`config.mk`:
```
export PLATFORM = sky130hd
export DESIGN_NAME = dmem_arbiter_flat
export DESIGN_NICKNAME = d
export VERILOG_FILES = /design/src/rtl/dmem_arbiter_if.sv /design/src/rtl/dmem_arbiter.sv /design/src/flat_wrapper.sv
export SDC_FILE = /design/constraint.sdc
export NUM_CORES = 1
export LEC_CHECK = 0
export BUFFER_PORTS_ARGS = -buffer_cell sky130_fd_sc_hd__buf_4
export CAP_MARGIN = 40
export CORE_MARGIN = 1
export CORE_UTILIZATION = 40
export DETAILED_ROUTE_END_ITERATION = 10
export GPL_TIMING_DRIVEN = 0
export PLACE_DENSITY = 0.76
export SETUP_SLACK_MARGIN = 0.2
export SYNTH_ARGS = -nofsm -noshare
export SYNTH_HDL_FRONTEND = slang
export SYNTH_SLANG_ARGS = --single-unit
```
`constraint.sdc`:
```
create_clock -name Clk -period 1.7 [get_ports Clk]
set_input_delay 0.085 -clock Clk [delete_from_list [all_inputs] [get_ports Clk]]
set_output_delay 0.085 -clock Clk [all_outputs]
set_load 0.02 [all_outputs]
```
`src/rtl/dmem_arbiter_if.sv`:
```
// Bus bundle between the two requesters, the arbiter and the single-port data memory.
// The slave modport is the arbiter's view; master is the requester/memory side.
interface dmem_arbiter_if #(
  parameter int AW = 8,
  parameter int DW = 8
);
  logic          AReq;
  logic          AWe;
  logic [AW-1:0] AAddr;
  logic [DW-1:0] AData;
  logic          ALock;
  logic          AGnt;
  logic [DW-1:0] ARData;
  logic          ARValid;

  logic          BReq;
  logic          BWe;
  logic [AW-1:0] BAddr;
  logic [DW-1:0] BData;
  logic          BGnt;
  logic [DW-1:0] BRData;
  logic          BRValid;

  logic          MemWriteEn;
  logic [AW-1:0] MemAddr;
  logic [DW-1:0] MemDataIn;
  logic [DW-1:0] MemDataOut;

  modport slave (
    input  AReq, AWe, AAddr, AData, ALock,
    output AGnt, ARData, ARValid,
    input  BReq, BWe, BAddr, BData,
    output BGnt, BRData, BRValid,
    output MemWriteEn, MemAddr, MemDataIn,
    input  MemDataOut
  );

  modport master (
    output AReq, AWe, AAddr, AData, ALock,
    input  AGnt, ARData, ARValid,
    output BReq, BWe, BAddr, BData,
    input  BGnt, BRData, BRValid,
    input  MemWriteEn, MemAddr, MemDataIn,
    output MemDataOut
  );
endinterface

```
`src/rtl/dmem_arbiter.sv`:
```
// Two-requester arbiter for the 256x8 data memory: A has priority and may lock, B has a starvation guard.
// Optional grant/conflict counters are built when DMEM_ARB_STATS_EN is defined.
module dmem_arbiter #(
  parameter int MAX_WAIT = 4,
  parameter int AW       = 8,
  parameter int DW       = 8
) (
  input  logic           Clk,
  input  logic           Reset,
  dmem_arbiter_if.slave  bus
`ifdef DMEM_ARB_STATS_EN
  ,
  output logic [15:0]    AGntCnt,
  output logic [15:0]    BGntCnt,
  output logic [15:0]    ConflictCnt
`endif
);

  typedef enum logic {LK_OPEN, LK_HELD} lock_e;

  localparam logic [3:0] WAIT_MAX = 4'(MAX_WAIT);

  lock_e         lock_q, lock_d;
  logic [3:0]    wait_q, wait_d;
  logic          a_gnt, b_gnt;
  logic          mem_we;
  logic [AW-1:0] mem_addr;
  logic [DW-1:0] mem_din;
  logic [DW-1:0] ardata_q, brdata_q;
  logic          arvalid_q, brvalid_q;

  // Grant decision plus lock and starvation-counter next state.
  always_comb begin
    a_gnt  = 1'b0;
    b_gnt  = 1'b0;
    lock_d = lock_q;
    wait_d = wait_q;
    // Reset low gates every grant so nothing reaches the memory mid-reset.
    if (Reset) begin
      if (lock_q == LK_HELD)                   a_gnt = bus.AReq;
      else if (bus.BReq && wait_q == WAIT_MAX) b_gnt = 1'b1;
      else if (bus.AReq)                       a_gnt = 1'b1;
      else if (bus.BReq)                       b_gnt = 1'b1;
    end
    if (a_gnt)
      lock_d = bus.ALock ? LK_HELD : LK_OPEN;
    else if (lock_q == LK_HELD && !bus.AReq)
      lock_d = LK_OPEN;
    // Frozen while locked so releasing a lock does not immediately hand the bus to B.
    if (b_gnt || !bus.BReq)
      wait_d = 4'd0;
    else if (lock_q == LK_OPEN && wait_q != WAIT_MAX)
      wait_d = wait_q + 4'd1;
  end

  always_comb begin
    mem_we   = 1'b0;
    mem_addr = '0;
    mem_din  = '0;
    if (a_gnt) begin
      mem_we   = bus.AWe;
      mem_addr = bus.AAddr;
      mem_din  = bus.AData;
    end else if (b_gnt) begin
      mem_we   = bus.BWe;
      mem_addr = bus.BAddr;
      mem_din  = bus.BData;
    end
  end

  always_ff @(posedge Clk or negedge Reset) begin
    if (!Reset) begin
      lock_q    <= LK_OPEN;
      wait_q    <= 4'd0;
      ardata_q  <= '0;
      brdata_q  <= '0;
      arvalid_q <= 1'b0;
      brvalid_q <= 1'b0;
    end else begin
      lock_q    <= lock_d;
      wait_q    <= wait_d;
      arvalid_q <= a_gnt && !bus.AWe;
      brvalid_q <= b_gnt && !bus.BWe;
      if (a_gnt && !bus.AWe) ardata_q <= bus.MemDataOut;
      if (b_gnt && !bus.BWe) brdata_q <= bus.MemDataOut;
    end
  end

  assign bus.AGnt       = a_gnt;
  assign bus.BGnt       = b_gnt;
  assign bus.MemWriteEn = mem_we;
  assign bus.MemAddr    = mem_addr;
  assign bus.MemDataIn  = mem_din;
  assign bus.ARData     = ardata_q;
  assign bus.ARValid    = arvalid_q;
  assign bus.BRData     = brdata_q;
  assign bus.BRValid    = brvalid_q;

`ifdef DMEM_ARB_STATS_EN
  logic [15:0] agnt_cnt_q, bgnt_cnt_q, conflict_cnt_q;

  always_ff @(posedge Clk or negedge Reset) begin
    if (!Reset) begin
      agnt_cnt_q     <= '0;
      bgnt_cnt_q     <= '0;
      conflict_cnt_q <= '0;
    end else begin
      if (a_gnt && agnt_cnt_q != 16'hFFFF)                          agnt_cnt_q     <= agnt_cnt_q + 16'd1;
      if (b_gnt && bgnt_cnt_q != 16'hFFFF)                          bgnt_cnt_q     <= bgnt_cnt_q + 16'd1;
      if (bus.AReq && bus.BReq && conflict_cnt_q != 16'hFFFF)       conflict_cnt_q <= conflict_cnt_q + 16'd1;
    end
  end

  assign AGntCnt     = agnt_cnt_q;
  assign BGntCnt     = bgnt_cnt_q;
  assign ConflictCnt = conflict_cnt_q;
`endif

endmodule

```
`src/flat_wrapper.sv`:
```
// flat-port wrapper written by rule: the top's interface ports become plain ports
module dmem_arbiter_flat 
#(
  parameter int MAX_WAIT = 4,
  parameter int AW       = 8,
  parameter int DW       = 8
)
  (Clk, Reset, bus_AReq, bus_AWe, bus_AAddr, bus_AData, bus_ALock, bus_AGnt, bus_ARData, bus_ARValid, bus_BReq, bus_BWe, bus_BAddr, bus_BData, bus_BGnt, bus_BRData, bus_BRValid, bus_MemWriteEn, bus_MemAddr, bus_MemDataIn, bus_MemDataOut);
  dmem_arbiter_if #(.AW(AW), .DW(DW)) bus_i ();
  input  logic Clk;
  input  logic Reset;
  input wire logic [$bits(bus_i.AReq)-1:0] bus_AReq;
  input wire logic [$bits(bus_i.AWe)-1:0] bus_AWe;
  input wire logic [$bits(bus_i.AAddr)-1:0] bus_AAddr;
  input wire logic [$bits(bus_i.AData)-1:0] bus_AData;
  input wire logic [$bits(bus_i.ALock)-1:0] bus_ALock;
  output wire logic [$bits(bus_i.AGnt)-1:0] bus_AGnt;
  output wire logic [$bits(bus_i.ARData)-1:0] bus_ARData;
  output wire logic [$bits(bus_i.ARValid)-1:0] bus_ARValid;
  input wire logic [$bits(bus_i.BReq)-1:0] bus_BReq;
  input wire logic [$bits(bus_i.BWe)-1:0] bus_BWe;
  input wire logic [$bits(bus_i.BAddr)-1:0] bus_BAddr;
  input wire logic [$bits(bus_i.BData)-1:0] bus_BData;
  output wire logic [$bits(bus_i.BGnt)-1:0] bus_BGnt;
  output wire logic [$bits(bus_i.BRData)-1:0] bus_BRData;
  output wire logic [$bits(bus_i.BRValid)-1:0] bus_BRValid;
  output wire logic [$bits(bus_i.MemWriteEn)-1:0] bus_MemWriteEn;
  output wire logic [$bits(bus_i.MemAddr)-1:0] bus_MemAddr;
  output wire logic [$bits(bus_i.MemDataIn)-1:0] bus_MemDataIn;
  input wire logic [$bits(bus_i.MemDataOut)-1:0] bus_MemDataOut;
  assign bus_i.AReq = bus_AReq;
  assign bus_i.AWe = bus_AWe;
  assign bus_i.AAddr = bus_AAddr;
  assign bus_i.AData = bus_AData;
  assign bus_i.ALock = bus_ALock;
  assign bus_AGnt = bus_i.AGnt;
  assign bus_ARData = bus_i.ARData;
  assign bus_ARValid = bus_i.ARValid;
  assign bus_i.BReq = bus_BReq;
  assign bus_i.BWe = bus_BWe;
  assign bus_i.BAddr = bus_BAddr;
  assign bus_i.BData = bus_BData;
  assign bus_BGnt = bus_i.BGnt;
  assign bus_BRData = bus_i.BRData;
  assign bus_BRValid = bus_i.BRValid;
  assign bus_MemWriteEn = bus_i.MemWriteEn;
  assign bus_MemAddr = bus_i.MemAddr;
  assign bus_MemDataIn = bus_i.MemDataIn;
  assign bus_i.MemDataOut = bus_MemDataOut;
  dmem_arbiter #(.MAX_WAIT(MAX_WAIT), .AW(AW), .DW(DW)) u_core (.Clk(Clk), .Reset(Reset), .bus(bus_i));
endmodule
```
# [Word level (Yosys, flattened, before mapping)]
# Index checks and enable logic that the tools add are counted.
[word_totals] n_memories=0 input_bits=47 ramBits=0 reg_bits=23 latchBits=0 mem_bits_ro=0
[op_classes] n_mux=20 multipliers=0 n_bitwise=1 n_lt_le_gt_ge=0 n_addsub=1 div_mod_pow=0 n_eq_ne=2 n_reduce_logical=12 n_shift=0
[ops] operator="$mux 8" count=4
[ops] operator="$mux 1" count=14
[ops] operator="$mux 4" count=2
[ops] operator="$logic_and 1x1->1" count=5
[ops] operator="$add 4x1->4 const B" count=1
[ops] operator="$eq 4x3->1 const B" count=1
[ops] operator="$logic_not 1->1" count=4
[ops] operator="$ne 4x3->1 const B" count=1
[ops] operator="$reduce_bool 2->1" count=2
[ops] operator="$logic_or 1x1->1" count=1
[ops] operator="$not 1->1" count=1

# [Logic depth before layout (Yosys ltp)]
# Gate-level depths: netlist of the first run.
[logic_depth] depth_word=7 mapped_depth=7

# [Worst setup path before layout of the first run]
# Ideal clock, no wire load.
[synth_path] path_kind="reg2reg" from="register u_core.wait_q[0]" to="register u_core.brdata_q[0] (netlist: u_core.bus.BRData[0])" setup_time_ns=0.125 path_buffers=1 slack_ns=-0.084 arrival_time_ns=1.660 synth_period_minus_slack_ns=1.784 stages_incl_launch_ff=7 path_cell_list="dfrtp_1 -> inv_1 -> ha_1 -> and3b_1 -> buf_6 -> o2111ai_4 -> mux2_2"
[synth_via] elab_chain_len=6
[synth_rtl] item="from (decl)" line="dmem_arbiter.sv:24" rtl="logic [3:0] wait_q, wait_d;"
[synth_rtl] item="from (signal assigned)" line="dmem_arbiter.sv:81" rtl="wait_q <= wait_d;"
[synth_rtl] item="$eq 4x3->1" line="dmem_arbiter.sv:41" rtl="else if (bus.BReq && wait_q == WAIT_MAX) b_gnt = 1'b1;"
[synth_rtl] item="$logic_and 1x1->1" line="dmem_arbiter.sv:41"
[synth_rtl] item="$mux 1" line="dmem_arbiter.sv:41"
[synth_rtl] item="$mux 1" line="dmem_arbiter.sv:40" rtl="if (lock_q == LK_HELD) a_gnt = bus.AReq;"
[synth_rtl] item="$mux 1" line="dmem_arbiter.sv:39" rtl="if (Reset) begin"
[synth_rtl] item="$logic_and 1x1->1" line="dmem_arbiter.sv:85" rtl="if (b_gnt && !bus.BWe) brdata_q <= bus.MemDataOut;"
[synth_rtl] item="to (signal assigned)" line="dmem_arbiter.sv:85"
[synth_rtl] item="to (decl)" line="dmem_arbiter.sv:29" rtl="logic [DW-1:0] ardata_q, brdata_q;"
# Every way passes these cells.
# A chain may end at the register's enable or synchronous reset.

# [Worst setup path after layout of the first run]
[layout_path] from="register u_core.wait_q[0]" to="output bus_MemDataIn[4]"
[layout_via] elab_chain_len=7
[layout_rtl] item="$eq 4x3->1 *" line="dmem_arbiter.sv:41"
[layout_rtl] item="$logic_and 1x1->1 *" line="dmem_arbiter.sv:41"
[layout_rtl] item="$mux 1" line="dmem_arbiter.sv:41"
[layout_rtl] item="$mux 1" line="dmem_arbiter.sv:40"
[layout_rtl] item="$mux 1" line="dmem_arbiter.sv:39"
[layout_rtl] item="$mux 8" line="dmem_arbiter.sv:64" rtl="end else if (b_gnt) begin"
[layout_rtl] item="$mux 8 *" line="dmem_arbiter.sv:60" rtl="if (a_gnt) begin"
[layout_rtl] item="to (decl)" line="flat_wrapper.sv:29" rtl="output wire logic [$bits(bus_i.MemDataIn)-1:0] bus_MemDataIn;"
# Every way passes the cells marked *; elsewhere a longest branch is shown, timed or not.

==> results.tsv, run 1 <==
stage	metric	value	unit
final_layout	FILL cells	301	
floorplanning	DIE HEIGHT	64.2	µm
routing	# DRC	0	
setup_path	r2r worst-path depth	7	
floorplanning	Initial Util	41.9	%
yosys	Cell Area, Synth	0.00155	mm²
global_route	first-pass GRT wire length	7410	µm
global_route	total grt overflow	0	
setup_path	nature of the critical path endpoint	primary output	
setup_path	Startpoint Class	register	
yosys	Synth Area in Adders	1.62	%
yosys	Async S/R FF share, synth	100	%
timing	Rel. slew slack	68.7	%
timing	hold_ws	60.2	ps
yosys	post-synth top area cell	dfrtp_1	
global_route	initial antenna violation count	0	
flow_run	max cap viols	0	
timing	Final Cycle Share	120	%
yosys	ys flop type	dfrtp_1	
cts	clock-pin slew on the worst setup and hold paths	80	ps
final_layout	synthesis-to-finish area growth	69.9	%
routing	post-route ant nets	0	
yosys	top-count cell post-synth	dfrtp_1	
cts	Num Clock Sinks	23	
final_layout	final net count	315	
timing	final hold violations	0	
yosys	Mapped Cells	161	
yosys	post-synth cell types	28	
routing	DR WL/cell	15.7	µm
yosys	commonest cells in the netlist	23 x dfrtp_1, 22 x nand2_1, 21 x a21oi_1	
final_layout	layout cells sized above 1	60.4	%
cts	CTS Buf Count	3	
timing	fmax	492	MHz
routing	final WL	4920	µm
placed_design	PortBufs	83	
status	failing checks	setup timing	
routing	DR pass1 iterations	4	
cts	CTS tree	built	
timing	Worst Skew	3.49	ps
routing	First DRT Iteration DRCs	74	
setup_path	Critical Path Fanout Max	7	
worst_hold_path	HP Class	primary input to register	
status	status	finished with violations	
floorplanning	Ports	84	
timing	TNS Setup	-7020	ps
power_and_ir_drop	Max IR drop VDD	0.558	mV
timing	setup ws final	-334	ps
global_route	pin count of the biggest net entering global routing	24	
final_layout	final core occ	71.2	%
setup_path	arrival time worst endpoint	1950	ps
placed_design	Post-DP HPWL	3170	µm
cts	Clock Latency Late Sink	260	ps
placed_design	dpl ws	-248	ps
timing	RSZ-0062 raised after global routing	yes	
power_and_ir_drop	Pwr per Cell Area	699	mW/mm²
floorplanning	Chip Width	64.2	µm
global_route	vias in the first global route	1553	
floorplanning	DIE AREA	0.00412	mm²
yosys	xor/xnor share of the synthesized area	0	%
power_and_ir_drop	Leak	1.41	nW
yosys	proportion of synthesized area in mux cells	11.7	%
yosys	top cells by area, synth	dfrtp_1 37%, mux2_2 12%, o211a_1 10%	
timing	final setup violation count	35	
yosys	simple-gate share of the synthesized area	10.2	%
yosys	main combinational cell family by area after synthesis	compound AO/OA/AOI/OAI gates	
yosys	Post-synth EDFFs	0	
yosys	syn nets	210	
routing	Vias	1666	
final_layout	antenna cells	0	
cts	clk root buf	clkbuf_8	
yosys	Yosys reg bits	23	
yosys	Ys Warns	0	
cts	H-tree depth	1	
global_route	aggregate global-route resource usage	23.1	%
yosys	sequential area share after synthesis	37.2	%
cts	Max clock buf depth	2	
timing	Pins Over Slew Limit	0	
timing	worst-margin pin slew	469	ps
timing	crit path time final	2030	ps
yosys	Compound-Gate Fraction of Synth Area	32.8	%
routing	Vias/cell	5.32	
setup_path	Worst EP required	1620	ps
placed_design	Final Wtd Congestion	0.842	
yosys	post-synth top area share	37.2	%
worst_hold_path	Worst Hold Depth	2	
yosys	syn avg cell area	9.61	µm²
setup_path	kind of critical path	register to primary output	
floorplanning	# rows	22	
floorplanning	core area	0.00369	mm²
-- where the power goes --
group	switching [mW]	leakage, nW	total [mW]	internal, mW
Clock	0.170	0.0255	0.334	0.163
Combinational	0.386	1.10	0.806	0.421
Sequential	0.0548	0.286	0.697	0.642
Total	0.611	1.41	1.84	1.23
-- path summary, 6_finish.rpt --
kind                            slack [ps]                    to                  from
worst max register to register        -180  u_core.bus.ARData[0]      u_core.wait_q[0]
max in group asynchronous             1010  u_core.bus.BRData[1]                 Reset
worst max-delay path                  -330      bus_MemDataIn[4]      u_core.wait_q[0]
worst min register to register         510  u_core.bus.BRData[6]  u_core.bus.BRData[6]
worst min-delay path                    60  u_core.bus.ARData[6]     bus_MemDataOut[6]
min in group asynchronous              290  u_core.bus.ARData[6]                 Reset
-- sequential cells by signal, summed over array words and instances, names as in the netlist --
signal	flops
u_core.bus.ARValid	1
u_core.bus.ARData	8
u_core.wait_q	4
u_core.lock_q	1
u_core.bus.BRData	8
u_core.bus.BRValid	1
-- cells by family (layout without fill, tap and decap cells) --
group           count (synthesis)  after routing
mux                            16             16
flops                          23             23
buf+inv                        21            125
simple gates                   33             33
compound gates                 66             66
fa+ha+maj                       2              2
-- worst max-delay path, cell delays in order (launching register included) --
cell	delay, ps
dfrtp_1	400
inv_2	70
ha_4	150
and3b_2	240
buf_6	150
buf_6	130
o211a_1	210
o21a_2	210
buf_6	130
-- what timing repair did --
item,in CTS,in global routing
setup endpoints to repair,39,41
gates cloned,2,1
hold buffers,1,0
resized for setup,21,22
hold endpoints to repair,23,0
buffers inserted,8,4
pin swaps,4,4
-- final cells by class --
class	instances	area, µm²	area share (%)
inverter	8	30.0	1.14
buffer	13	90.1	3.43
timing repair buffer	100	837	31.9
clock inverter	1	5.00	0.190
sequential	23	576	21.9
clock buffer	3	41.3	1.57
multi-input combinational	117	988	37.6
tap	48	60.1	2.29
-- placed cells by master, fill, tap and decap left out, drive strengths merged, types with 3 or more instances in the layout --
master and count:
a211oi 4, a21oi 21, buf 104, clkbuf 11, dfrtp 23, inv 7, mux2 16, nand2 22
o211a 16, o21a 17, o21ai 3
-- through the flow --
| step | std cells | area [µm²] | power [mW] |
|---|---|---|---|
| 2_1_floorplan | 161 | 1590 | 1.08 |
| 3_3_place_gp | 292 | 2270 | 1.39 |
| 3_5_place_dp | 292 | 2270 | 1.40 |
| 4_1_cts | 307 | 2490 | 1.78 |
| 5_1_grt | 313 | 2630 | 1.93 |
| 6_report | 313 | 2630 | 1.84 |
-- metal layers --
metal | part of all wire (%) | wire (µm) | vias up | global-route usage, %
met5 | 0 | 0 | - | 0
met4 | 1.5 | 76 | 0 | 3.89
met3 | 5.5 | 269 | 11 | 5.00
met2 | 50 | 2450 | 62 | 39.2
met1 | 43 | 2120 | 797 | 30.3
li1 | - | - | 796 | -
No activity file was read; power rests on OpenSTA's default activity.
==> run 2, diff against run 1 <==
--- a/config.mk
+++ b/config.mk
@@ -5,13 +5,15 @@
 export SDC_FILE = /design/constraint.sdc
 export NUM_CORES = 1
 export LEC_CHECK = 0
+export ABC_AREA = 1
 export BUFFER_PORTS_ARGS = -buffer_cell sky130_fd_sc_hd__buf_4
 export CAP_MARGIN = 40
 export CORE_MARGIN = 1
-export CORE_UTILIZATION = 40
+export CORE_UTILIZATION = 38
 export DETAILED_ROUTE_END_ITERATION = 10
 export GPL_TIMING_DRIVEN = 0
-export PLACE_DENSITY = 0.76
+export PLACE_DENSITY = 0.75
+export RECOVER_POWER = 25
 export SETUP_SLACK_MARGIN = 0.2
 export SYNTH_ARGS = -nofsm -noshare
 export SYNTH_HDL_FRONTEND = slang
==> run 2 against run 1 <==
- the run still ends with setup timing left
- synthesized cell count is 8.7% higher
- sequential share of layout area up 0.079 points
- combinational power decreased by 2%
- register-to-register slack better by 330 ps
- largest cell class is now buffers
- power is 5.2% lower
- critical endpoint is now bus_MemDataIn[2]
- clock power decreased by 23%
- worst hold slack better by 39 ps
- area after synthesis down 13%
- largest power group unchanged
==> results.tsv, run 2 <==
stage	metric	value	unit	change
timing	TNS Setup	-1180	ps	was -7020 ps
worst_hold_path	worst hold endpoint	u_core.lock_q		was u_core.bus.ARData[6]
routing	First DRT Iteration DRCs	100		was 74
final_layout	most frequent cells in the layout	71 x buf_4, 52 x nand2_1, 32 x nand2_2		was 79 x buf_4, 23 x dfrtp_1, 21 x nand2_1
timing	worst-margin pin slew	939	ps	was 469 ps
worst_hold_path	HP Class	primary input to register		unchanged
placed_design	Cells after DPL	304		was 292
yosys	post-synth top area share	42.6	%	was 37.2%
routing	post-route ant nets	0		unchanged
global_route	pin count of the biggest net entering global routing	24		unchanged
yosys	post-synth cell types	23		was 28
global_route	initial antenna violation count	0		unchanged
floorplanning	DIE HEIGHT	61.7	µm	was 64.2 µm
global_route	aggregate global-route resource usage	21.8	%	was 23.1%
cts	H-tree depth	1		unchanged
cts	CTS tree	built		unchanged
setup_path	arrival time worst endpoint	1700	ps	was 1950 ps
status	failing checks	setup timing		unchanged
routing	Vias/cell	4.81		was 5.32
final_layout	final net count	337		was 315
yosys	sequential area share after synthesis	42.6	%	was 37.2%
routing	DR pass1 iterations	4		unchanged
final_layout	Design Area, Final	0.00262	mm²	was 0.00263 mm²
floorplanning	DIE AREA	0.00380	mm²	was 0.00412 mm²
routing	DR WL/cell	14.9	µm	was 15.7 µm
yosys	ys flop type	dfrtp_1		unchanged
yosys	Post-synth EDFFs	0		unchanged
placed_design	Post-DP HPWL	2620	µm	was 3170 µm
yosys	Yosys reg bits	23		unchanged
cts	clock-pin slew on the worst setup and hold paths	130	ps	was 80 ps
global_route	first-pass GRT wire length	6020	µm	was 7410 µm
setup_path	Startpoint Class	register		unchanged
routing	final WL	4970	µm	was 4920 µm
yosys	top-count cell post-synth	nand2_1		was dfrtp_1
power_and_ir_drop	Pwr per Cell Area	664	mW/mm²	was 699 mW/mm²
timing	setup ws final	-82.7	ps	was -334 ps
final_layout	synthesis-to-finish area growth	94.0	%	was 69.9%
cts	Max clock buf depth	2		unchanged
global_route	total grt overflow	0		unchanged
status	status	finished with violations		unchanged
timing	Final Cycle Share	105	%	was 120%
floorplanning	core area	0.00336	mm²	was 0.00369 mm²
routing	# DRC	0		unchanged
yosys	Mapped Cells	175		was 161
yosys	Cell Area, Synth	0.00135	mm²	was 0.00155 mm²
placed_design	dpl cell area	0.00203	mm²	was 0.00227 mm²
floorplanning	Ports	84		unchanged
timing	final setup violation count	17		was 35
yosys	syn nets	224		was 210
yosys	top cells by area, synth	dfrtp_1 43%, nand2_1 25%, nand2_2 5.6%		was dfrtp_1 37%, mux2_2 12%, o211a_1 10%
setup_path	flop-to-flop setup slack	150	ps	was -180 ps
power_and_ir_drop	Total Power	1.74	mW	was 1.84 mW
final_layout	antenna cells	0		unchanged
final_layout	commonest non-fill, non-tap cell in the layout	buf_4		unchanged
cts	Num Clock Sinks	23		unchanged
cts	CTS Buf Count	3		unchanged
floorplanning	Initial Util	40.2	%	was 41.9%
placed_design	PortBufs	83		unchanged
setup_path	r2r worst-path depth	10		was 7
timing	fmax	561	MHz	was 492 MHz
timing	Worst Skew	10.6	ps	was 3.49 ps
setup_path	R2R Path End	u_core.bus.BRData[1]		was u_core.bus.ARData[0]
floorplanning	Chip Width	61.7	µm	was 64.2 µm
final_layout	Cell Count, Final, Fillers Out	333		was 313
setup_path	nature of the critical path endpoint	primary output		unchanged
placed_design	Final Wtd Congestion	0.786		was 0.842
timing	Rel. slew slack	37.4	%	was 68.7%
global_route	vias in the first global route	1313		was 1553
routing	Vias	1602		was 1666
worst_hold_path	Worst Hold Depth	3		was 2
yosys	syn avg cell area	7.73	µm²	was 9.61 µm²
yosys	commonest cells in the netlist	89 x nand2_1, 23 x dfrtp_1, 12 x nand2_2		was 23 x dfrtp_1, 22 x nand2_1, 21 x a21oi_1
setup_path	RR Startpoint	u_core.wait_q[0]		unchanged
floorplanning	# rows	21		was 22
setup_path	Critical Path Fanout Max	5		was 7
timing	final hold violations	0		unchanged
flow_run	max cap viols	0		unchanged
cts	Clock Latency Late Sink	320	ps	was 260 ps
timing	crit path time final	1780	ps	was 2030 ps
yosys	Async S/R FF share, synth	100	%	unchanged
final_layout	final core occ	78.0	%	was 71.2%
yosys	Ys Warns	0		unchanged
timing	Pins Over Slew Limit	0		unchanged
final_layout	layout cells sized above 1	59.6	%	was 60.4%
setup_path	Worst EP required	1620	ps	about the same
setup_path	kind of critical path	register to primary output		unchanged
cts	clk root buf	clkbuf_4		was clkbuf_8
worst_hold_path	Hold Path Origin	bus_AReq		was bus_MemDataOut[6]
timing	RSZ-0062 raised after global routing	yes		unchanged
power_and_ir_drop	Leak	1.48	nW	was 1.41 nW
power_and_ir_drop	Max IR drop VDD	0.556	mV	was 0.558 mV
yosys	post-synth top area cell	dfrtp_1		unchanged
==> run 2: cell types whose count changed in the layout (fill, tap and decap cells not counted), moves of 5 or more <==
| cell | delta |
|---|---|
| o211a_1 | -16 |
| o21a_2 | -17 |
| nand2_4 | +18 |
| nor2_1 | +5 |
| mux2_4 | -7 |
| buf_4 | -8 |
| dlygate4sd3_1 | +9 |
| nand2_2 | +32 |
| a21oi_1 | -16 |
| nand4_1 | +10 |
| nand2_1 | +31 |
| mux2_2 | -9 |
==> run 2: layer usage <==
metal / track usage, % / part of all wire, % / vias to the layer above
met5: 0 / 0 / -
met4: 5.40 / 1.6 / 0
met3: 3.78 / 4.0 / 12
met2: 35.3 / 55 / 51
met1: 30.3 / 39 / 761
li1: - / - / 778
==> run 2: worst max path at each step <==
stage	start	to	cells after the start
after detailed placement	u_core.wait_q[0]	bus_MemAddr[5]	10
after floorplan	u_core.wait_q[0]	bus_MemAddr[6]	9
after CTS	u_core.wait_q[0]	bus_MemAddr[1]	10
after global placement	u_core.wait_q[0]	bus_MemAddr[5]	10
final	u_core.wait_q[0]	bus_MemDataIn[2]	10
after global routing	u_core.wait_q[0]	bus_MemAddr[3]	10
==> run 2: final cells by class <==
type / instances / area, µm²
Buffer: 4 / 51.3
Clock buffer: 3 / 22.5
Clock inverter: 1 / 5.00
Fill cell: 233 / 739
Inverter: 14 / 72.6
Multi-Input combinational cell: 134 / 880
Sequential cell: 23 / 577
Tap cell: 46 / 57.6
Timing Repair Buffer: 106 / 946
Timing Repair inverter: 2 / 12.5
==> run 2: cells by family (layout without fill, tap and decap cells) <==
family	count (synthesis)	after routing	synth area share (%)
compound gates	2	2	0.739
xor+xnor	1	1	0.648
fa+ha+maj	2	2	1.85
buf+inv	18	130	7.86
flops	23	23	42.6
simple gates	129	129	46.3
==> run 2: critical path: stages (launching register included) <==
cell	delay, ps
dfrtp_1	430
inv_2	90
ha_4	170
nand3_4	90
nand2_4	90
nand2_4	70
inv_8	80
buf_12	130
nand2_4	50
nand2_2	60
buf_6	110
==> run 2: where the power goes <==
part           switching (mW)  internal, mW  total (mW)
registers              0.0583         0.633       0.691
logic                   0.415         0.377       0.792
clock network           0.170        0.0882       0.258
total                   0.643          1.10        1.74
==> run 2: through the flow <==
step / worst slack (ps) / hold WS [ps]
2_1_floorplan: 246 / -211
3_3_place_gp: 113 / 0.945
3_5_place_dp: 112 / 2.89
4_1_cts: -48.0 / 29.9
5_1_grt: -161 / 67.8
6_report: -82.7 / 99.2
==> run 2: repair_timing <==
action | in CTS | in global routing
gates cloned | 1 | 3
endpoints found under the setup margin | 19 | 27
resized for setup | 40 | 57
hold buffers | 10 | 0
hold endpoints to repair | 32 | 0
pin swaps | 18 | 14
buffers inserted | 6 | 4
